`src/rtl/pll_lock_sequencer_pkg.sv`:
```
// ---------------------------------------------------------------------------
// pll_lock_sequencer_pkg
// Shared definitions for the PLL lock sequencer: FSM state encoding and the
// state register width.
// ---------------------------------------------------------------------------
package pll_lock_sequencer_pkg;

  localparam int STATE_W = 3;

  typedef enum logic [STATE_W-1:0] {
    PLL_RST   = 3'd0,  // PLL RESETB held low
    WAIT_LOCK = 3'd1,  // RESETB released, waiting for LOCK with timeout
    STABLE    = 3'd2,  // qualifying LOCK for a run of consecutive samples
    RUN       = 3'd3,  // system released, watching for lock loss
    FAULT     = 3'd4   // retries exhausted; left only through RESET
  } seq_state_t;

endpackage

```
`src/rtl/pll_lock_sequencer_if.sv`:
```
// ---------------------------------------------------------------------------
// pll_lock_sequencer_if
// Bundles the PLL-facing and system-facing signals of the sequencer.
//   pll_lock    PLL LOCK (asynchronous to the reference clock)
//   pll_resetb  to PLL RESETB, active low
//   pll_bypass  to PLL BYPASS
//   sys_reset   active-high reset for downstream logic
//   locked      high while the sequencer is in RUN
//   fault       sticky fault flag
//   retry_cnt   failed attempts so far
// modport master: the sequencer; modport slave: PLL wrapper / system side.
// ---------------------------------------------------------------------------
interface pll_lock_sequencer_if;
  logic       pll_lock;
  logic       pll_resetb;
  logic       pll_bypass;
  logic       sys_reset;
  logic       locked;
  logic       fault;
  logic [1:0] retry_cnt;

  modport master (
    input  pll_lock,
    output pll_resetb, pll_bypass, sys_reset, locked, fault, retry_cnt
  );

  modport slave (
    output pll_lock,
    input  pll_resetb, pll_bypass, sys_reset, locked, fault, retry_cnt
  );
endinterface

```
`src/rtl/pll_lock_sequencer_sync_2ff.sv`:
```
// ---------------------------------------------------------------------------
// pll_lock_sequencer_sync_2ff
// Generic two-flop synchroniser, synchronous active-high reset to 0.
//   clk  destination clock
//   rst  synchronous active-high reset
//   d    asynchronous input
//   q    synchronised output (two cycles of latency)
// ---------------------------------------------------------------------------
module pll_lock_sequencer_sync_2ff #(
  parameter int W = 1
) (
  input  logic         clk,
  input  logic         rst,
  input  logic [W-1:0] d,
  output logic [W-1:0] q
);

  logic [W-1:0] meta;

  // NOTE: both stages use non-blocking assignments so each flop samples the
  // other's pre-edge value; blocking here would collapse the chain to one flop.
  always_ff @(posedge clk) begin
    if (rst) begin
      meta <= '0;
      q    <= '0;
    end else begin
      meta <= d;
      q    <= meta;
    end
  end

endmodule

```
`src/rtl/pll_lock_sequencer.sv`:
```
// ---------------------------------------------------------------------------
// pll_lock_sequencer
// Brings up an SB_PLL40_CORE from the free-running reference clock: holds
// RESETB low, waits for LOCK with a timeout, qualifies lock stability, then
// releases the system reset. Lock loss or timeout re-runs the sequence; after
// MAX_RETRIES failed attempts the block parks in FAULT until RESET.
// Ports:
//   REFERENCECLK  reference clock (PLL input clock)
//   RESET         synchronous active-high reset
//   bus           pll_lock_sequencer_if.master (see interface for signals)
// Build option:
//   PLL_BYPASS_FALLBACK_EN  when defined, FAULT switches the PLL to bypass,
//   releases RESETB, and after RST_CYCLES releases sys_reset so the system
//   runs from the reference clock. Undefined: bypass tied low and FAULT holds
//   the PLL and system in reset.
// ---------------------------------------------------------------------------
module pll_lock_sequencer
  import pll_lock_sequencer_pkg::*;
#(
  parameter int RST_CYCLES    = 16,
  parameter int LOCK_TIMEOUT  = 4096,
  parameter int STABLE_CYCLES = 256,
  parameter int MAX_RETRIES   = 3,
  parameter int CNT_W         = 16
) (
  input  logic                    REFERENCECLK,
  input  logic                    RESET,
  pll_lock_sequencer_if.master    bus
);

  localparam logic [CNT_W-1:0] CNT_ONE      = CNT_W'(1);
  localparam logic [CNT_W-1:0] RST_LAST     = CNT_W'(RST_CYCLES - 1);
  localparam logic [CNT_W-1:0] TIMEOUT_LAST = CNT_W'(LOCK_TIMEOUT - 1);
  localparam logic [CNT_W-1:0] STABLE_LAST  = CNT_W'(STABLE_CYCLES - 1);
  localparam logic [1:0]       RETRY_LAST   = 2'(MAX_RETRIES - 1);

  seq_state_t       state;
  logic [CNT_W-1:0] cnt;
  logic             lock_s;
  logic             fail_now;

  logic             pll_resetb_q;
  logic             sys_reset_q;
  logic             locked_q;
  logic             fault_q;
  logic [1:0]       retry_cnt_q;

  pll_lock_sequencer_sync_2ff #(.W(1)) u_lock_sync (
    .clk (REFERENCECLK),
    .rst (RESET),
    .d   (bus.pll_lock),
    .q   (lock_s)
  );

  // Both failure causes share one retry path. A lock that arrives on the
  // same cycle the timeout expires wins, hence the !lock_s term.
  assign fail_now = !lock_s &&
                    ((state == WAIT_LOCK && cnt == TIMEOUT_LAST) || state == RUN);

`ifdef PLL_BYPASS_FALLBACK_EN
  logic pll_bypass_q;
`endif

  always_ff @(posedge REFERENCECLK) begin
    if (RESET) begin
      state        <= PLL_RST;
      cnt          <= '0;
      pll_resetb_q <= 1'b0;
      sys_reset_q  <= 1'b1;
      locked_q     <= 1'b0;
      fault_q      <= 1'b0;
      retry_cnt_q  <= 2'd0;
`ifdef PLL_BYPASS_FALLBACK_EN
      pll_bypass_q <= 1'b0;
`endif
    end else if (fail_now) begin
      retry_cnt_q <= retry_cnt_q + 2'd1;
      cnt         <= '0;
      sys_reset_q <= 1'b1;
      locked_q    <= 1'b0;
      if (retry_cnt_q == RETRY_LAST) begin
        state   <= FAULT;
        fault_q <= 1'b1;
`ifdef PLL_BYPASS_FALLBACK_EN
        pll_bypass_q <= 1'b1;
        pll_resetb_q <= 1'b1;
`else
        pll_resetb_q <= 1'b0;
`endif
      end else begin
        state        <= PLL_RST;
        pll_resetb_q <= 1'b0;
      end
    end else begin
      // Outputs change only on transitions; every transition clears cnt so
      // the single counter never carries over between states.
      unique case (state)
        PLL_RST: begin
          if (cnt == RST_LAST) begin
            state        <= WAIT_LOCK;
            cnt          <= '0;
            pll_resetb_q <= 1'b1;
          end else begin
            cnt <= cnt + CNT_ONE;
          end
        end
        WAIT_LOCK: begin
          if (lock_s) begin
            state <= STABLE;
            cnt   <= '0;
          end else begin
            cnt <= cnt + CNT_ONE;
          end
        end
        STABLE: begin
          // A dropout only restarts qualification; it is not a failed attempt.
          if (!lock_s) begin
            cnt <= '0;
          end else if (cnt == STABLE_LAST) begin
            state       <= RUN;
            cnt         <= '0;
            sys_reset_q <= 1'b0;
            locked_q    <= 1'b1;
          end else begin
            cnt <= cnt + CNT_ONE;
          end
        end
        RUN: begin
          cnt <= '0;
        end
        FAULT: begin
`ifdef PLL_BYPASS_FALLBACK_EN
          // Counter parks at RST_LAST once the bypassed system is released.
          if (cnt == RST_LAST) begin
            sys_reset_q <= 1'b0;
          end else begin
            cnt <= cnt + CNT_ONE;
          end
`else
          cnt <= '0;
`endif
        end
        default: begin
          state        <= PLL_RST;
          cnt          <= '0;
          pll_resetb_q <= 1'b0;
          sys_reset_q  <= 1'b1;
          locked_q     <= 1'b0;
        end
      endcase
    end
  end

  assign bus.pll_resetb = pll_resetb_q;
  assign bus.sys_reset  = sys_reset_q;
  assign bus.locked     = locked_q;
  assign bus.fault      = fault_q;
  assign bus.retry_cnt  = retry_cnt_q;
`ifdef PLL_BYPASS_FALLBACK_EN
  assign bus.pll_bypass = pll_bypass_q;
`else
  assign bus.pll_bypass = 1'b0;
`endif

endmodule
```
`src/flat_wrapper.sv`:
```
// flat-port wrapper written by rule: the top's interface ports become plain ports
module pll_lock_sequencer_flat import pll_lock_sequencer_pkg::*;
#(
  parameter int RST_CYCLES    = 16,
  parameter int LOCK_TIMEOUT  = 4096,
  parameter int STABLE_CYCLES = 256,
  parameter int MAX_RETRIES   = 3,
  parameter int CNT_W         = 16
)
  (REFERENCECLK, RESET, bus_pll_lock, bus_pll_resetb, bus_pll_bypass, bus_sys_reset, bus_locked, bus_fault, bus_retry_cnt);
  pll_lock_sequencer_if bus_i ();
  input  logic REFERENCECLK;
  input  logic RESET;
  input wire logic [$bits(bus_i.pll_lock)-1:0] bus_pll_lock;
  output wire logic [$bits(bus_i.pll_resetb)-1:0] bus_pll_resetb;
  output wire logic [$bits(bus_i.pll_bypass)-1:0] bus_pll_bypass;
  output wire logic [$bits(bus_i.sys_reset)-1:0] bus_sys_reset;
  output wire logic [$bits(bus_i.locked)-1:0] bus_locked;
  output wire logic [$bits(bus_i.fault)-1:0] bus_fault;
  output wire logic [$bits(bus_i.retry_cnt)-1:0] bus_retry_cnt;
  assign bus_i.pll_lock = bus_pll_lock;
  assign bus_pll_resetb = bus_i.pll_resetb;
  assign bus_pll_bypass = bus_i.pll_bypass;
  assign bus_sys_reset = bus_i.sys_reset;
  assign bus_locked = bus_i.locked;
  assign bus_fault = bus_i.fault;
  assign bus_retry_cnt = bus_i.retry_cnt;
  pll_lock_sequencer #(.RST_CYCLES(RST_CYCLES), .LOCK_TIMEOUT(LOCK_TIMEOUT), .STABLE_CYCLES(STABLE_CYCLES), .MAX_RETRIES(MAX_RETRIES), .CNT_W(CNT_W)) u_core (.REFERENCECLK(REFERENCECLK), .RESET(RESET), .bus(bus_i));
endmodule
```
`config.mk`:
```
export PLATFORM = sky130hd
export DESIGN_NAME = pll_lock_sequencer_flat
export DESIGN_NICKNAME = d
export VERILOG_FILES = /design/src/rtl/pll_lock_sequencer_pkg.sv /design/src/rtl/pll_lock_sequencer_if.sv /design/src/rtl/pll_lock_sequencer_sync_2ff.sv /design/src/rtl/pll_lock_sequencer.sv /design/src/flat_wrapper.sv
export SDC_FILE = /design/constraint.sdc
export NUM_CORES = 1
export LEC_CHECK = 0
export CAP_MARGIN = 20
export CORE_ASPECT_RATIO = 0.7
export CORE_MARGIN = 2
export CORE_UTILIZATION = 40
export CTS_BUF_LIST = sky130_fd_sc_hd__clkbuf_16
export DETAILED_ROUTE_END_ITERATION = 16
export GPL_ROUTABILITY_DRIVEN = 0
export SLEW_MARGIN = 5
export SYNTH_ARGS = -nofsm -noshare
export SYNTH_HDL_FRONTEND = slang
export SYNTH_SLANG_ARGS = --single-unit
```
`constraint.sdc`:
```
create_clock -name REFERENCECLK -period 5.3 [get_ports REFERENCECLK]
set_input_delay 1.06 -clock REFERENCECLK [delete_from_list [all_inputs] [get_ports REFERENCECLK]]
set_output_delay 1.06 -clock REFERENCECLK [all_outputs]
set_load 0.1 [all_outputs]
```
# Word-level counts from Yosys, hierarchy flattened
# Cells that the tools add are included.
dict set report totals {
  wordCells 62
  latchBits 0
  output_inout_bits 7
  regBits 27
  memories 0
  inputBits 3
  ramBits 0
  romBits 0
}
dict set report classes {
  n_eq_ne 16
  bitwise 2
  n_reduce_logical 13
  div 0
  n_mux 20
  addsub 2
  shift 0
  mul 0
  n_lt_le_gt_ge 0
}
# cell n
set ops {}
lappend ops {{2-to-1 mux 16 bit} 4}
lappend ops {{one-hot mux 16 bit (3 select lines)} 1}
lappend ops {{2-to-1 mux 3 bit} 6}
lappend ops {{adder 16 x 1 -> 16 bit (second input constant)} 1}
lappend ops {{== test 16 x 12 -> 1 bit (second input constant)} 1}
lappend ops {{== test 16 x 4 -> 1 bit (second input constant)} 1}
lappend ops {{== test 16 x 8 -> 1 bit (second input constant)} 1}
lappend ops {{one-hot mux 3 bit (4 select lines)} 1}
lappend ops {{OR reduction 4 bit} 2}
lappend ops {{== test 3 x 2 -> 1 bit (second input constant)} 2}
lappend ops {{inequality test 2 x 1 -> 1 bit (second input constant)} 3}
lappend ops {{inequality test 3 x 1 -> 1 bit (second input constant)} 2}
lappend ops {{inequality test 3 x 2 -> 1 bit (second input constant)} 2}
lappend ops {{one-hot mux 1 bit (2 select lines)} 3}
lappend ops {{2-to-1 mux 1 bit} 5}
lappend ops {{AND reduction 5 bit} 1}
lappend ops {{AND reduction 2 bit} 2}
lappend ops {{OR reduction 2 bit} 2}
lappend ops {{== test 3 x 1 -> 1 bit (second input constant)} 1}
lappend ops {{== test 3 bit (second input constant)} 1}
lappend ops {{logical NOT 3 bit} 1}
lappend ops {{AND reduction 3 bit} 1}
lappend ops {{adder 2 x 1 -> 2 bit (second input constant)} 1}
lappend ops {{== test 2 bit (second input constant)} 1}
lappend ops {{5 further kinds} 7}

# Depth between registers and ports, before layout
# Gate-level depths: netlist (run 1).
dict set report logic_depth {
  ltp_word 6
  depth_mapped 5
  mapped_depth_nobuf 5
}

# Hierarchy
# A second synthesis (run 1) with hierarchy kept.
dict set report hier_totals {
  cells_unflattened 131
  hier_area_um2 1219.9
}
# mod seq_area_each_um2 n_inst area_per_inst_um2 cells_each
set by_module_without_submodules {}
lappend by_module_without_submodules {pll_lock_sequencer 500.5 1 1167.4 127}
lappend by_module_without_submodules {pll_lock_sequencer_sync_2ff 40.0 1 52.6 4}

# Worst setup path before layout (run 1)
# Ideal clock, no wire load.
dict set report synth_timing {
  path_type {reg2out}
  startpoint {reg u_core.retry_cnt_q[1] (netlist: u_core.bus.retry_cnt[1])}
  endpoint {out bus_retry_cnt[1]}
  slack_ps 3297
  arrival_time_ps 943
  stages_incl_launch_ff 1
  required_time_ps 4240
  path_cell_list {dfxtp_1}
}
# element line_no
set synth_rtl {}
lappend synth_rtl {{start: declaration} pll_lock_sequencer.sv:46} ;# logic [1:0] retry_cnt_q;
lappend synth_rtl {{start signal: assignment} pll_lock_sequencer.sv:77} ;# retry_cnt_q <= retry_cnt_q + 2'd1;
lappend synth_rtl {{end: declaration} flat_wrapper.sv:20} ;# output wire logic [$bits(bus_i.retry_cnt)-1:0] bus_retry_cnt;
# No word-level cell between the ends.

# Worst setup path after layout (run 1)
dict set report layout_timing {
  startpoint {reg u_core.fault_q (netlist: u_core.bus.fault)}
  endpoint {out bus_fault}
}
# element line_no
set layout_rtl {}
lappend layout_rtl {{start: declaration} pll_lock_sequencer.sv:45} ;# logic fault_q;
lappend layout_rtl {{start signal: assignment} pll_lock_sequencer.sv:71} ;# fault_q <= 1'b0;
lappend layout_rtl {{start signal: assignment} pll_lock_sequencer.sv:83} ;# fault_q <= 1'b1;
lappend layout_rtl {{end: declaration} flat_wrapper.sv:19} ;# output wire logic [$bits(bus_i.fault)-1:0] bus_fault;
# No word-level cell between the ends.

==> results of run 1 <==
==> metrics by stage <==
| stage | utilization [%] | setup slack, ns | power, mW |
|---|---|---|---|
| after floorplan | - | 3.30 | 0.225 |
| after global placement | 44.9 | 2.75 | 0.227 |
| after global routing | 47.5 | 2.42 | 0.412 |
| final | 47.5 | 2.46 | 0.399 |
| after detailed placement | 44.9 | 2.64 | 0.227 |
| after CTS | 47.5 | 2.46 | 0.401 |
==> registers in the layout (all words and copies together) (netlist names) <==
name	count
u_core.cnt	16
u_core.state	3
u_core.bus.retry_cnt	2
u_core.bus.fault	1
u_core.bus.locked	1
u_core.bus.pll_resetb	1
u_core.bus.sys_reset	1
u_core.u_lock_sync.meta	1
u_core.u_lock_sync.q	1
==> how the worst max path moves through the flow <==
| stage | startpoint | end | slack (ns) | cells past startpoint |
|---|---|---|---|---|
| 3_3_place_gp | u_core.bus.retry_cnt[0] | bus_retry_cnt[0] | 2.75 | 1 |
| 3_5_place_dp | RESET | u_core.cnt[13] | 2.64 | 4 |
| 2_1_floorplan | u_core.bus.retry_cnt[1] | bus_retry_cnt[1] | 3.30 | 0 |
| 5_1_grt | u_core.bus.retry_cnt[0] | bus_retry_cnt[0] | 2.42 | 1 |
| 6_report | u_core.bus.fault | bus_fault | 2.46 | 1 |
| 4_1_cts | u_core.bus.fault | bus_fault | 2.46 | 1 |
==> cell usage in the layout, fill, tap and decap left out, types with 4 or more instances in the layout <==
cell type / netlist / routed
nand4_1: 9 / 9
a21oi_1: 7 / 7
xor2_1: 5 / 5
nor4_1: 5 / 5
a211oi_1: 11 / 11
nor2_1: 4 / 4
clkdlybuf4s50_1: 0 / 8
nand2_1: 8 / 8
inv_1: 6 / 6
o21ai_0: 6 / 6
dfxtp_1: 27 / 27
xnor2_1: 5 / 5
==> cells by family (layout without fill, tap and decap cells) <==
group / count (synthesis) / count (layout) / share of synthesized area [%]
other: 1 / 1 / 0.276
AOI/OAI and AO/OA: 38 / 38 / 23.3
buffers and inverters: 11 / 18 / 5.35
DFF: 27 / 27 / 39.9
adders and majority gates: 2 / 2 / 1.84
and+or+nand+nor: 52 / 52 / 22.9
xor gates and xnor gates: 10 / 10 / 6.46
==> power by group through the flow <==
| stage | clock network [mW] | logic (mW) | registers [mW] |
|---|---|---|---|
| 2_1_floorplan | 0 | 0.0126 | 0.212 |
| 3_5_place_dp | 0 | 0.0146 | 0.213 |
| 3_3_place_gp | 0 | 0.0141 | 0.212 |
| 5_1_grt | 0.187 | 0.0160 | 0.208 |
| 4_1_cts | 0.178 | 0.0147 | 0.208 |
| 6_report | 0.177 | 0.0145 | 0.208 |
==> area by class of cell <==
type	count	area (um2)
Fill cell	287	1670
Multi-Input combinational cell	103	743
Sequential cell	27	541
Timing Repair Buffer	8	80.1
Clock buffer	3	75.1
Tap cell	38	47.5
Inverter	6	22.5
Clock inverter	1	7.51
==> routing by layer <==
metal	up-vias	GRT usage [%]
li1	561	-
met1	532	23.5
met2	31	25.7
met3	2	4.04
met4	0	4.55
met5	-	0
==> flow_summary.ini, run 1 <==
[global_route]
grt_pass1_vias = 1021
grt_usage_pct = 16.8
overflow = 0
antenna_found_initial = 0
grt_pass1_wl_mm = 4.94
grt_max_degree = 17

[setup_path]
cp-start-kind = flip-flop
r2r.worst_path.cells = 4
worstSetupEndpointType = primary output
r2r_slack_ns = 3.21
cp_num_buf_inv = 1
cp_slowest_cell = clkdlybuf4s50_1
worstPathCellList = clkdlybuf4s50_1
crit_family = buffers and inverters
crit_type = flip-flop to primary output
r2r_end = u_core.cnt[1]
r2r_start = u_core.cnt[14]
slowest_delay_ns = 1.15
worst_ep_required_time_ns = 4.24
arrival_ns = 1.78
crit_fanout = 2

[synth]
syn-num-nets = 146
ys_async_sr_fraction_pct = 0
synth.top_cell.area_share_pct = 39.9
synth_warnings = 0
synth_area_leaders = dfxtp_1, a211oi_1, nand4_1
synth_top_area_cell = dfxtp_1
synth_common_cells = dfxtp_1, a211oi_1, nand4_1
netlist-cell-type-count = 41
synth-main-ff-cell = dfxtp_1
ys_seq_area_share_pct = 39.9
synth_most_common_cell = dfxtp_1
synthCells = 141
syn-cell-area_mm2 = 0.00136
syn_area_per_cell_um2 = 9.62
synth-seq-cells = 27
synth_edf_count = 0

[clocking]
cts_setup_buffers = 0
cts_max_path_buffers = 2
cts-root-buf = clkbuf_16
clk-insertion-delay-late_ns = 0.26
cts_tree = done
ctsHoldBuffers = 0
postCtsResizedCells = 0
cts-htree-levels = 1
path_clk_slew_ns = 0.07
cts_buffers = 3
clock_sinks = 27

[floorplan]
die_w_um = 73.6
start_util_pct = 42.5
dieArea_mm2 = 0.00388
die_y_um = 52.7
ios = 10
rows = 17
coreArea_mm2 = 0.00319

[cells_and_area]
antenna_cells = 0
syn_to_final_growth_pct = 11.8
drive_gt1_share_pct = 10.8
final_nets = 154
layoutNonFillerInstCount = 186
postLayoutCellArea_mm2 = 0.00152

[sta]
fin_skew_ns = 0.00671
post-route-period-util_pct = 53.6
hold_viol = 0
slew_viol_final = 0
timing.slew.headroom_pct = 34.1
whs_ns = 0.446
finalSetupTns_ns = 0
final-setup-viol-count = 0
rsz0062_at_grt = false
final.min_clock_period_ns = 2.84
max_freq_ghz = 0.352
worst_pin_slew_ns = 0.985

[hold_path]
hp-class = flip-flop to flip-flop
hold_end = u_core.u_lock_sync.q
holdCritStartpoint = u_core.u_lock_sync.meta
min_delay_path_depth = 1

[place]
placed_area_mm2 = 0.00143
dp_cells = 182
dp_hpwl_mm = 2.09
io_buffers = 8

[routing]
drt-vias-per-instance = 6.05
vias = 1126
wl_met2_mm = 1.28
wl_met3_um = 117
post-route-drc-count = 0
wl_per_cell_um = 15.8
firstDrtPassIters = 4
drt_iter0_drc = 60
ant_nets = 0
dr.max_layer_used = met4
wl_met1_mm = 1.52
wirelength_mm = 2.94

[pwr]
p_int_uw = 313
clkPwrFrac_pct = 44.3
p_per_area_mw_per_mm2 = 263
p_leak_nw = 0.521
share_comb_of_total_power_pct = 3.6
switching_share_pct = 21.5
pwr-share-seq_pct = 52.1
power.switching_uw = 86.0
peakVddDrop_v = 0.000160

[job]
drv_cap = 0

[run_status]
status = complete, no violations
No activity file was read; power rests on OpenSTA's default activity.
==> inputs of run 2 (changes only) <==
==> constraint.sdc (replaced) <==
create_clock -name REFERENCECLK -period 2.5 [get_ports REFERENCECLK]
set_input_delay 0.5 -clock REFERENCECLK [delete_from_list [all_inputs] [get_ports REFERENCECLK]]
set_output_delay 0.5 -clock REFERENCECLK [all_outputs]
set_load 0.1 [all_outputs]
==> run 2 against run 1 <==
- sequential power rose by 110%
- design area increased by 0.25%
- wire length shrank 1.6%
- register-to-register slack got worse by 2.7 ns
- critical path depth is 3 higher
- sequential share of layout area shrank 0.088 points
- global-route usage down 0.32 points
- clock-buffer cell count unchanged
- die area did not move
- critical path type is now flip-flop to flip-flop
- critical endpoint is now u_core.cnt[15]
==> flow_summary.ini, run 2 (synthesis gave the netlist of run 1 again) <==
[routing]
firstDrtPassIters = 4
post-route-drc-count = 0
drt_iter0_drc = 82
drt-vias-per-instance = 5.88
wirelength_mm = 2.89
vias = 1112
ant_nets = 0
wl_per_cell_um = 15.3

[cells_and_area]
syn_to_final_growth_pct = 12.1
layoutNonFillerInstCount = 189
final_nets = 157
drive_gt1_share_pct = 15.9
antenna_cells = 0
fin_util_pct = 47.6
postLayoutCellArea_mm2 = 0.00152
largest_register_ffs = 16
mostFrequentLayoutCells = dfxtp_1, a211oi_1, nand4_1, buf_4, nand2_1
largest_register = u_core.cnt
mostFrequentLayoutCell = dfxtp_1

[floorplan]
dieArea_mm2 = 0.00388
coreArea_mm2 = 0.00319
die_w_um = 73.6
rows = 17
die_y_um = 52.7
start_util_pct = 42.5
ios = 10

[clocking]
cts_setup_buffers = 0
cts-htree-levels = 1
postCtsResizedCells = 0
cts_buffers = 3
clk-insertion-delay-late_ns = 0.26
cts_tree = done
path_clk_slew_ns = 0.06
clock_sinks = 27
cts_max_path_buffers = 2
ctsHoldBuffers = 0
cts-root-buf = clkbuf_16

[setup_path]
r2r_slack_ns = 0.53
crit_type = flip-flop to flip-flop
worstSetupEndpointType = flip-flop
cp-start-kind = flip-flop
crit_fanout = 8
arrival_ns = 2.10
worst_ep_required_time_ns = 2.63

[run_status]
status = complete, no violations

[job]
drv_cap = 0

[sta]
final.min_clock_period_ns = 1.97
final-setup-viol-count = 0
slew_viol_final = 0
whs_ns = 0.441
post-route-period-util_pct = 78.7
fin_skew_ns = 0.00247
fin_ws_ns = 0.532
worst_pin_slew_ns = 0.520
hold_viol = 0
timing.slew.headroom_pct = 65.0
rsz0062_at_grt = false
finalSetupTns_ns = 0
max_freq_ghz = 0.508

[global_route]
overflow = 0
grt_max_degree = 15
grt_usage_pct = 16.5
antenna_found_initial = 0
grt_pass1_wl_mm = 4.86
grt_pass1_vias = 1040

[pwr]
total_power_uw = 834
peakVddDrop_v = 0.000271
p_per_area_mw_per_mm2 = 549
p_leak_nw = 0.551

[place]
dp_cells = 185
dpl_worst_slack_ns = 0.564
dp_hpwl_mm = 2.10
placed_area_mm2 = 0.00144
io_buffers = 8

[hold_path]
hp-class = flip-flop to flip-flop
run 2: cell types whose count changed in the layout (fill, tap and decap cells not counted):
cell             change
clkinvlp_4           -1
clkdlybuf4s50_1      -6
inv_1                +1
buf_4                +9
run 2: area by class of cell:
class                   count  area (um2)
clock buffers               3        75.1
clock inverters             1        3.75
fillers                   316        1670
inverters                   6        22.5
multi-input cells         103         743
flip-flops and latches     27         541
well taps                  38        47.5
repair buffers             11        87.6
run 2: layer usage:
metal  up-vias  part of all wire, %  global-route usage [%]
li1        563                    -                       -
met1       517                   53                    25.2
met2        30                   41                    21.4
met3         2                  5.5                    5.19
met4         0                 0.45                    4.55
met5         -                    0                       0
run 2: worst paths after layout:
kind                                               from                    to  cells after the start
worst max-delay path                     u_core.cnt[11]        u_core.cnt[15]                      4
worst min-delay path            u_core.u_lock_sync.meta  u_core.u_lock_sync.q                      1
worst max register to register           u_core.cnt[11]        u_core.cnt[15]                      4
worst min register to register  u_core.u_lock_sync.meta  u_core.u_lock_sync.q                      1
run 2: worst max-delay path: stages (launching register included):
cell and delay [ns]:
dfxtp_1 0.37, nor4_1 0.52, nand4_1 0.34, a2bb2oi_2 0.45, a22oi_1 0.15
run 2: where the power goes:
part | switching [mW] | internal (mW)
Clock | 0.146 | 0.214
Combinational | 0.0210 | 0.0116
Sequential | 0.00532 | 0.436
Total | 0.172 | 0.662
